File: src/rtl/m8_frame_serializer.sv
// Fetches 12-bit frame words from the filler and shifts them out MSB-first as gapless NRZ at clk/CLK_DIV.
// First bit appears 3 cycles after enable; no backpressure, and enable low stops cleanly at the next word boundary.
module m8_frame_serializer #(
    parameter int CLK_DIV      = 20,
    parameter int FRAME_WORDS  = 1024,
    parameter int GROUP_FRAMES = 32
) (
    input  logic        clk,
    input  logic        reset,
    input  logic        enable,
    input  logic [11:0] dataWord,
    output logic        bufGetWord,
    output logic [9:0]  bufRdPointer,
    output logic [4:0]  cntGrp,
    output logic        serOut,
    output logic        bitStrobe,
    output logic        frameSync,
    output logic        busy
);

    typedef enum logic [1:0] {
        IDLE,
        REQ,
        WAIT,
        SHIFT
    } state_t;

    localparam logic [7:0] DIV_LAST  = 8'(CLK_DIV - 1);
    localparam logic [9:0] PTR_LAST  = 10'(FRAME_WORDS - 1);
    localparam logic [4:0] GRP_LAST  = 5'(GROUP_FRAMES - 1);
    localparam logic [3:0] BIT_FIRST = 4'd11;

    state_t      state;
    state_t      state_nxt;
    logic [11:0] shreg;
    logic [11:0] shreg_nxt;
    logic [11:0] hold;
    logic [11:0] hold_nxt;
    logic        cur_w0;
    logic        cur_w0_nxt;
    logic        hold_w0;
    logic        hold_w0_nxt;
    logic [3:0]  bitcnt;
    logic [3:0]  bitcnt_nxt;
    logic [7:0]  div;
    logic [7:0]  div_nxt;
    logic [9:0]  ptr_nxt;
    logic [4:0]  grp_nxt;

    logic        in_shift;
    logic        first_bit;
    logic        bit_end;
    logic        word_end;

    assign in_shift  = (state == SHIFT);
    assign first_bit = (bitcnt == BIT_FIRST);
    assign bit_end   = (div == DIV_LAST);
    assign word_end  = bit_end && (bitcnt == 4'd0);

    always_ff @(posedge clk or negedge reset) begin
        if (!reset) begin
            state        <= IDLE;
            shreg        <= '0;
            hold         <= '0;
            cur_w0       <= 1'b0;
            hold_w0      <= 1'b0;
            bitcnt       <= '0;
            div          <= '0;
            bufRdPointer <= '0;
            cntGrp       <= '0;
        end else begin
            state        <= state_nxt;
            shreg        <= shreg_nxt;
            hold         <= hold_nxt;
            cur_w0       <= cur_w0_nxt;
            hold_w0      <= hold_w0_nxt;
            bitcnt       <= bitcnt_nxt;
            div          <= div_nxt;
            bufRdPointer <= ptr_nxt;
            cntGrp       <= grp_nxt;
        end
    end

    always_comb begin
        state_nxt   = state;
        shreg_nxt   = shreg;
        hold_nxt    = hold;
        cur_w0_nxt  = cur_w0;
        hold_w0_nxt = hold_w0;
        bitcnt_nxt  = bitcnt;
        div_nxt     = div;
        ptr_nxt     = bufRdPointer;
        grp_nxt     = cntGrp;

        bufGetWord  = 1'b0;
        serOut      = 1'b0;
        bitStrobe   = 1'b0;
        frameSync   = 1'b0;
        busy        = (state != IDLE);

        case (state)
            IDLE: begin
                ptr_nxt = '0;
                if (enable) begin
                    state_nxt = REQ;
                end
            end

            REQ: begin
                bufGetWord = 1'b1;
                state_nxt  = WAIT;
            end

            // Word 0 arrives here; the enable level is deliberately ignored so it always goes out whole.
            WAIT: begin
                shreg_nxt  = dataWord;
                cur_w0_nxt = 1'b1;
                ptr_nxt    = 10'd1;
                bitcnt_nxt = BIT_FIRST;
                div_nxt    = '0;
                state_nxt  = SHIFT;
            end

            SHIFT: begin
                serOut     = shreg[11];
                bitStrobe  = (div == 8'd0);
                frameSync  = (div == 8'd0) && first_bit && cur_w0;
                bufGetWord = first_bit && (div == 8'd1);
                div_nxt    = bit_end ? 8'd0 : div + 8'd1;

                // Prefetched word lands one cycle after the strobe; remember whether it opens a frame.
                if (first_bit && (div == 8'd2)) begin
                    hold_nxt    = dataWord;
                    hold_w0_nxt = (bufRdPointer == 10'd0);
                end

                if (word_end) begin
                    if (enable) begin
                        shreg_nxt  = hold;
                        cur_w0_nxt = hold_w0;
                        bitcnt_nxt = BIT_FIRST;
                        if (bufRdPointer == PTR_LAST) begin
                            ptr_nxt = '0;
                            grp_nxt = (cntGrp == GRP_LAST) ? 5'd0 : cntGrp + 5'd1;
                        end else begin
                            ptr_nxt = bufRdPointer + 10'd1;
                        end
                    end else begin
                        ptr_nxt   = '0;
                        state_nxt = IDLE;
                    end
                end else if (bit_end) begin
                    shreg_nxt  = {shreg[10:0], 1'b0};
                    bitcnt_nxt = bitcnt - 4'd1;
                end
            end

            default: begin
                state_nxt = IDLE;
            end
        endcase
    end

endmodule

File: config.mk
export PLATFORM = sky130hd
export DESIGN_NAME = m8_frame_serializer
export DESIGN_NICKNAME = d
export VERILOG_FILES = /design/src/rtl/m8_frame_serializer.sv
export SDC_FILE = /design/constraint.sdc
export NUM_CORES = 1
export LEC_CHECK = 0
export CORE_UTILIZATION = 60
export DETAILED_ROUTE_END_ITERATION = 10
export PLACE_DENSITY = 0.87
export SLEW_MARGIN = 30
export SYNTH_ARGS = -nofsm -noshare
export SYNTH_HDL_FRONTEND = slang
export SYNTH_SLANG_ARGS = --single-unit
export TNS_END_PERCENT = 20
File: constraint.sdc
create_clock -name clk -period 6.9 [get_ports clk]
set_input_delay 1.38 -clock clk [delete_from_list [all_inputs] [get_ports clk]]
set_output_delay 1.38 -clock clk [all_outputs]
set_load 0.01 [all_outputs]
==> results of run 1 <==
[worst max path at each step]
stage | to | cells after the start | start | slack (ns)
final | frameSync | 5 | state[0]$_DFFE_PN0P_ | 2.80
after floorplan | frameSync | 4 | div[5]$_DFFE_PN0P_ | 3.73
after global routing | frameSync | 5 | state[1]$_DFFE_PN0P_ | 2.64
after global placement | frameSync | 5 | state[0]$_DFFE_PN0P_ | 3.26
after CTS | frameSync | 5 | state[0]$_DFFE_PN0P_ | 2.79
after detailed placement | frameSync | 5 | state[0]$_DFFE_PN0P_ | 3.16
[cell families after synthesis]
| logic type | Yosys count |
|---|---|
| AO/OA/AOI/OAI | 73 |
| XOR/XNOR | 2 |
| adder cells (fa/ha/maj) | 15 |
| buffers and inverters | 31 |
| flip-flops | 55 |
| multiplexers | 17 |
| AND/OR/NAND/NOR | 115 |
[sequential cells by signal (all words and copies together) (netlist names)]
name / cells
hold: 12
shreg: 12
bufRdPointer: 10
div: 8
cntGrp: 5
bitcnt: 4
state: 2
cur_w0: 1
hold_w0: 1
[final cells by class]
class / instances / area, sq um / area share, %
repair buffers: 36 / 350.3 / 9.790
flip-flops and latches: 55 / 1376 / 38.46
clock inverters: 3 / 27.53 / 0.7692
clock buffers: 5 / 68.82 / 1.923
inverters: 18 / 67.56 / 1.888
well taps: 67 / 83.83 / 2.343
multi-input cells: 222 / 1604 / 44.83
[power by group through the flow]
stage / clock, mW / combinational, mW / sequential, mW
global route: 0.205 / 0.508 / 0.485
CTS: 0.193 / 0.458 / 0.473
floorplan: 0 / 0.333 / 0.462
detailed placement: 0 / 0.456 / 0.478
global placement: 0 / 0.433 / 0.472
finish: 0.190 / 0.457 / 0.474
[synth_stat cells (all sizes together), types with 2 or more instances]
cell type and count:
dfrtp 55, mux2 17, or4 3, a21o 2
nand3b 4, o21ai 14, o22ai 2, and2 3
or3b 2, inv 18, nor3 9, or3 4
a22o 3, ha 15, nor2 21, nand2b 3
nand4b 3, o221ai 2, nand4 7, o31ai 5
a31oi 6, xor2 2, buf 5, and3 6
o211ai 2, clkbuf 8, o2bb2ai 23, a21oi 8
nor3b 2, nor4 5, nand2 25, nand3 11
[per-layer routing]
metal  global-route usage [%]  vias to the layer above  routed length [um]
met4                    11.32                        0                 135
met3                    4.607                       12                 392
met2                    44.24                       78                3291
li1                         -                     1198                   -
met5                        0                        -                   0
met1                    38.10                     1255                3044
[per-stage QoR]
step                      setup slack (ns)  util (%)
final                                2.801     73.81
after global routing                 2.641     73.81
after CTS                            2.791     73.68
after detailed placement             3.162     71.69
after global placement               3.258     71.64
after floorplan                      3.733         -
==> flow_summary.yaml, run 1 <==
status:
  status: "finished clean"
cts:
  cts_resized: 0
  cts-root-buf: "clkbuf_8"
  tritoncts: "done"
  cts.sinks: 55
  clock_path_buffers: 2
  ctsHoldBuffers: 0
  h-tree-depth: 2
  cts_buffers: 5
  cts_setup_buffers: 0
  clk_latency_ns: 0.33
  cts.clk_slew.worst_paths_ns: 0.10
finish:
  area_growth_pct: 14.63
  drive_gt1_share_pct: 11.50
  nets: 368
  postLayoutCellArea_sq_mm: 0.003578
  final_common_cell: "dfrtp_1"
  n_antenna_cell: 0
  layout.cells.non_filler: 406
  final_cell_mix: "dfrtp_1 (55), clkdlybuf4s50_1 (33), nand2_1 (25), o2bb2ai_1 (23), nor2_1 (20)"
  fillers: 353
die:
  start_util_pct: 64.39
  die_h_um: 74.13
  io_pins: 35
  core_sq_mm: 0.004848
  rows: 25
  dieArea_sq_mm: 0.005495
  die_w_um: 74.13
critical_path:
  reg2reg_to: "bufRdPointer[0]$_DFFE_PN0P_"
  ff2ff_path_depth: 6
  cp_cell_sequence: "ha_1 -> or3b_2 -> nor3_1 -> nor3b_1 -> clkdlybuf4s50_1"
  start_kind: "register"
  cp_slowest_stage_delay_ns: 0.56
  path_class: "reg -> out"
  endpoint_kind: "output pin"
  worstReg2RegStart: "bitcnt[0]$_DFFE_PN0P_"
  crit_required_ns: 5.52
  arrival_ns: 2.72
  worst-path-max-fanout: 16
  r2r_setup_slack_ns: 4.24
  critPathTopFamily: "simple AND/OR/NAND/NOR gates"
  slowest_stage: "clkdlybuf4s50_1"
  cp_num_buf_inv: 1
route:
  wl_per_cell_um: 16.91
  drt-vias-per-instance: 6.264
  drt_iter0_drc: 210
  ant_nets: 0
  via_count: 2543
  drc: 0
  firstDrtPassIters: 5
  routed_wl_um: 6864
timing:
  setup_viol: 0
  final-hold-violation-count: 0
  fin_skew_ns: 0.01348
  drv_slew: 0
  min_period_over_period_pct: 59.41
  period_minus_slack_ns: 4.099
  rsz0062_at_grt: "false"
  whs_ns: 0.5054
  fmax_ghz: 0.2439
  slew_headroom_pct: 36.20
  worstMarginPinSlew_ns: 0.9535
  setup-tns-final_ns: 0
pwr:
  switching_share_pct: 37.26
  comb_power_share_pct: 40.8
  p_per_area_mw_per_mm2: 313.3
  power_frac_clock_pct: 16.9
  peakVddDrop_v: 0.0002364
  finalPower_mw: 1.121
  p_leak_nw: 1.562
  switchingPower_uw: 417.7
  pwr-share-seq_pct: 42.3
  p_int_uw: 703.3
global_route:
  grt.total_usage_pct: 27.84
  overflow: 0
  grt_first_pass_wirelength_um: 11540
  antenna_found_initial: 0
  grt_max_degree: 56
  grt_pass1_vias: 2440
logic_synthesis:
  synth_area_leaders: "dfrtp_1 (44%), o2bb2ai_1 (6.5%), ha_1 (6.0%), mux2_4 (3.8%), mux2_2 (3.2%)"
  ys_seq_area_share_pct: 44.09
  syn_inst: 308
  synth_top_area_cell: "dfrtp_1"
  yosysWarnings: 0
  muxShareOfSynthArea_pct: 7.094
  syn-cell-area_sq_mm: 0.003122
  synthFlopType: "dfrtp_1"
  synth_top_family_by_area: "simple AND/OR/NAND/NOR gates"
  synth_edf_count: 0
  synth-seq-cells: 55
  yosysTopAreaCellShare_pct: 44.09
  synth_xor_area_share_pct: 0.5611
  synth-compound-area-share_pct: 16.79
  synth_fa_ha_area_share_pct: 6.012
  synth_cell_type_count: 53
  syn-num-nets: 338
  ys_async_sr_fraction_pct: 100.0
  synth-simple-area-share_pct: 20.64
  synth_area_per_cell_sq_um: 10.14
placed_design:
  gp_congestion: 0.8879
  dp_cells: 398
  hpwl_um: 4844
  io_buffer_count: 34
  dpl_cell_area_sq_mm: 0.003476
job:
  maxCapViolCount: 0
hold_path:
  hold_end: "shreg[8]$_DFFE_PN0P_"
  hold_depth: 1
  hp-class: "reg -> reg"
  hold_start: "shreg[8]$_DFFE_PN0P_"
No activity file was read; power rests on OpenSTA's default activity.
==> run 2, diff against run 1 <==
- CORE_UTILIZATION: 60 -> 56
- PLACE_DENSITY: 0.87 -> 0.82
- clock period: 6.9 -> 4.25 ns (I/O delays scaled with it)
==> flow_summary.yaml, run 2 (same netlist as run 1, synthesis figures left out) <==
status:
  status: "finished clean"
timing:
  setup_viol: 0
  whs_ns: 0.4978
  drv_slew: 0
  worstMarginPinSlew_ns: 0.8047
  period_minus_slack_ns: 3.531
  fin_skew_ns: 0.004322
  setup-tns-final_ns: 0
  min_period_over_period_pct: 83.07
  rsz0062_at_grt: "false"
  final-hold-violation-count: 0
  slew_headroom_pct: 45.79
  layout_setup_ws_ns: 0.7195
  fmax_ghz: 0.2832
die:
  dieArea_sq_mm: 0.005877
  start_util_pct: 59.60
  die_w_um: 76.66
  io_pins: 35
  die_h_um: 76.66
  rows: 26
  core_sq_mm: 0.005238
cts:
  clk_latency_ns: 0.31
  cts_buffers: 5
  tritoncts: "done"
  h-tree-depth: 2
  cts-root-buf: "clkbuf_8"
  cts.sinks: 55
  cts_setup_buffers: 0
  cts.clk_slew.worst_paths_ns: 0.10
  clock_path_buffers: 2
  cts_resized: 0
  ctsHoldBuffers: 0
global_route:
  grt_first_pass_wirelength_um: 11520
  grt_max_degree: 31
  grt_pass1_vias: 2430
  overflow: 0
  grt.total_usage_pct: 24.66
  antenna_found_initial: 0
hold_path:
  hold_start: "shreg[9]$_DFFE_PN0P_"
  hp-class: "reg -> reg"
critical_path:
  start_kind: "register"
  worst-path-max-fanout: 16
  worstReg2RegStart: "bitcnt[0]$_DFFE_PN0P_"
  path_class: "reg -> out"
  endpoint_kind: "output pin"
  arrival_ns: 2.68
  worstSetupStartpoint: "state[0]$_DFFE_PN0P_"
  crit_required_ns: 3.40
route:
  ant_nets: 0
  drt_iter0_drc: 177
  drt-vias-per-instance: 6.058
  via_count: 2490
  firstDrtPassIters: 4
  wl_per_cell_um: 16.28
  routed_wl_um: 6693
  drc: 0
finish:
  final_common_cell: "dfrtp_1"
  layout.cells.non_filler: 411
  reg.largest.list: "hold: 12 flops, shreg: 12 flops, bufRdPointer: 10 flops"
  drive_gt1_share_pct: 11.73
  nets: 370
  postLayoutCoreUtil_pct: 68.94
  final_cell_mix: "dfrtp_1 (55), clkdlybuf4s50_1 (33), nand2_1 (25), o2bb2ai_1 (23), nor2_1 (20)"
  area_growth_pct: 15.67
  n_antenna_cell: 0
pwr:
  p_per_area_mw_per_mm2: 515.8
  peakVddDrop_v: 0.0003585
  p_leak_nw: 1.583
placed_design:
  io_buffer_count: 34
  hpwl_um: 4784
  gp_congestion: 0.8635
  preCtsSetupSlack_ns: 1.092
  dp_cells: 403
job:
  maxCapViolCount: 0
run 2: changes by cell type in the layout (fill, tap and decap cells not counted), sizes merged:
cell,before,now
bufinv,0,1
clkinv,1,2
buf,3,5
clkinvlp,1,0
inv,19,18
run 2: path summary, 6_finish.rpt:
path                                                    end  slack, ns  cells after the start
worst max-delay path                              frameSync       0.72                      5
worst min-delay path                   shreg[9]$_DFFE_PN0P_       0.50                      1
worst max register to register  bufRdPointer[0]$_DFFE_PN0P_       1.71                      6
worst min register to register         shreg[9]$_DFFE_PN0P_       0.50                      1
max in group asynchronous                div[4]$_DFFE_PN0P_       2.89                      2
min in group asynchronous       bufRdPointer[0]$_DFFE_PN0P_       0.54                      1
run 2: area by class of cell:
class | count | area, sq um
multi-input combinational | 222 | 1602
clock buffer | 5 | 68.82
fill | 403 | 1627
inverter | 18 | 67.56
sequential | 55 | 1376
tap | 70 | 87.58
clock inverter | 3 | 43.79
timing repair buffer | 38 | 365.4
run 2: critical path, stage by stage, from the launching register on:
cell and delay (ns):
dfrtp_1 0.41, ha_1 0.46, or3b_2 0.53, nor3_1 0.20
nor3b_1 0.21, clkdlybuf4s50_1 0.57
run 2: metal layers:
| metal | global-route usage (%) | share of wire [%] | up-vias |
|---|---|---|---|
| met3 | 4.048 | 3.4 | 8 |
| met1 | 33.96 | 48 | 1225 |
| li1 | - | - | 1205 |
| met4 | 7.500 | 1.3 | 0 |
| met2 | 39.91 | 48 | 52 |
| met5 | 0 | 0 | - |
run 2: power by group:
group	internal [mW]	switching [mW]
Sequential	0.667	0.0972
Clock	0.176	0.173
Combinational	0.364	0.386
Total	1.21	0.656
run 2: stage by stage:
step	power [mW]	area, sq um
6_report	1.863	3611
5_1_grt	1.988	3611
2_1_floorplan	1.290	3122
4_1_cts	1.870	3611
3_3_place_gp	1.485	3492
3_5_place_dp	1.522	3498
==> run 3, diff against run 2 <==
- CORE_UTILIZATION: 56 -> 51
- PLACE_DENSITY: 0.82 -> 0.79
- clock period: 4.25 -> 2.92 ns (I/O delays scaled with it)
==> flow_summary.yaml, run 3 (same netlist as run 1, synthesis figures left out) <==
status:
  status: "finished clean"
placed_design:
  io_buffer_count: 34
  hpwl_um: 4744
  gp_congestion: 0.8759
  dpl_cell_area_sq_mm: 0.003548
  dp_cells: 413
route:
  drt-vias-per-instance: 5.988
  drt_iter0_drc: 250
  drc: 0
  routed_wl_um: 6750
  wl_per_cell_um: 15.96
  firstDrtPassIters: 4
  ant_nets: 0
  via_count: 2533
global_route:
  grt_pass1_vias: 2330
  grt.total_usage_pct: 23.07
  grt_max_degree: 56
  antenna_found_initial: 0
  grt_first_pass_wirelength_um: 11520
  overflow: 0
critical_path:
  cp_cell_sequence: "ha_1 -> or3b_2 -> nor3_2 -> clkdlybuf4s50_1"
  endpoint_kind: "output pin"
  crit_required_ns: 2.34
  cp_slowest_stage_delay_ns: 0.60
  worst-path-max-fanout: 4
  arrival_ns: 2.16
  slowest_stage: "clkdlybuf4s50_1"
  start_kind: "register"
  path_class: "reg -> out"
finish:
  area_growth_pct: 17.92
  nets: 377
  final_common_cell: "dfrtp_1"
  reg.largest.list: "hold: 12 flops, shreg: 12 flops, bufRdPointer: 10 flops"
  postLayoutCoreUtil_pct: 62.17
  layout.cells.non_filler: 423
  drive_gt1_share_pct: 14.66
  n_antenna_cell: 0
  fillers: 511
  final_cell_mix: "dfrtp_1 (54), clkdlybuf4s50_1 (31), nand2_1 (25), o2bb2ai_1 (23), nor2_1 (20)"
  postLayoutCellArea_sq_mm: 0.003681
cts:
  tritoncts: "done"
  cts.sinks: 55
  h-tree-depth: 2
  cts.clk_slew.worst_paths_ns: 0.11
  cts-root-buf: "clkbuf_8"
  clock_path_buffers: 2
  clk_latency_ns: 0.32
  cts_buffers: 5
pwr:
  p_per_area_mw_per_mm2: 728.1
  peakVddDrop_v: 0.0004179
  p_leak_nw: 1.636
die:
  rows: 28
  die_w_um: 80.24
  dieArea_sq_mm: 0.006438
  io_pins: 35
  start_util_pct: 52.73
  die_h_um: 80.24
  core_sq_mm: 0.005921
timing:
  setup_viol: 0
  drv_slew: 0
  fin_skew_ns: 0.01122
  period_minus_slack_ns: 2.747
  rsz0062_at_grt: "false"
  setup-tns-final_ns: 0
  fmax_ghz: 0.3640
  final-hold-violation-count: 0
  slew_headroom_pct: 54.19
  worstMarginPinSlew_ns: 0.6800
  min_period_over_period_pct: 94.08
job:
  maxCapViolCount: 0
hold_path:
  hp-class: "in -> async"
-- run 3: changes by cell type in the layout (fill, tap and decap cells not counted), sizes merged --
cell,before,now
clkdlybuf4s50,33,31
clkinv,2,1
dlygate4sd2,0,1
buf,5,12
clkinvlp,0,1
inv,18,19
bufinv,1,0
dlymetal6s2s,0,1
-- run 3: repair_timing --
action                     4_1_cts  5_1_grt
setup buffers                    2        0
hold buffers                     0        0
gates resized for setup          4        3
setup endpoints to repair        2        1
-- run 3: per-stage QoR --
step                hold WS, ns  worst slack (ns)  total power [mW]
finish                   0.2399            0.1728             2.680
global route             0.2509           0.05287             2.888
CTS                      0.2566           0.01332             2.694
detailed placement       0.4716            0.2116             2.238
global placement         0.4633            0.2458             2.195
floorplan                0.2884            0.5489             1.878
-- run 3: routing by layer --
layer | vias to the layer above | part of all wire [%] | GRT usage, %
met3 | 9 | 5.7 | 6.023
li1 | 1214 | - | -
met4 | 0 | 0.84 | 5.179
met5 | - | 0 | 0
met2 | 74 | 48 | 35.47
met1 | 1236 | 46 | 32.51
-- run 3: worst max-delay path, delay by kind of cell, from the launching register on --
kind | cells | cell delay, ns
adder cells (fa/ha/maj) | 1 | 0.17
AND/OR/NAND/NOR | 2 | 0.68
buffers and inverters | 1 | 0.60
flip-flops | 1 | 0.41
-- run 3: power breakdown --
group	total [mW]	switching, mW	internal [mW]
Combinational	1.12	0.576	0.546
Sequential	1.11	0.139	0.972
Clock	0.447	0.270	0.177
-- run 3: worst paths after layout --
kind / startpoint / to / slack, ns / cells after the start
min reg2reg: hold_w0$_DFFE_PN0P_ / hold_w0$_DFFE_PN0P_ / 0.49 / 2
min: reset / cntGrp[2]$_DFFE_PN0P_ / 0.24 / 2
max: state[0]$_DFFE_PN0P_ / bitStrobe / 0.17 / 4
max reg2reg: bufRdPointer[0]$_DFFE_PN0P_ / cntGrp[1]$_DFFE_PN0P_ / 0.61 / 5
max in group asynchronous: reset / div[2]$_DFFE_PN0P_ / 2.41 / 2
min in group clk: hold_w0$_DFFE_PN0P_ / hold_w0$_DFFE_PN0P_ / 0.49 / 2
-- run 3: area by class of cell --
type	count	area, sq um	area share [%]
timing repair buffer	45	431.7	11.73
sequential	55	1378	37.42
multi-input combinational	222	1614	43.85
clock buffer	5	68.82	1.869
tap	75	93.84	2.549
clock inverter	3	27.53	0.7478
inverter	18	67.56	1.835
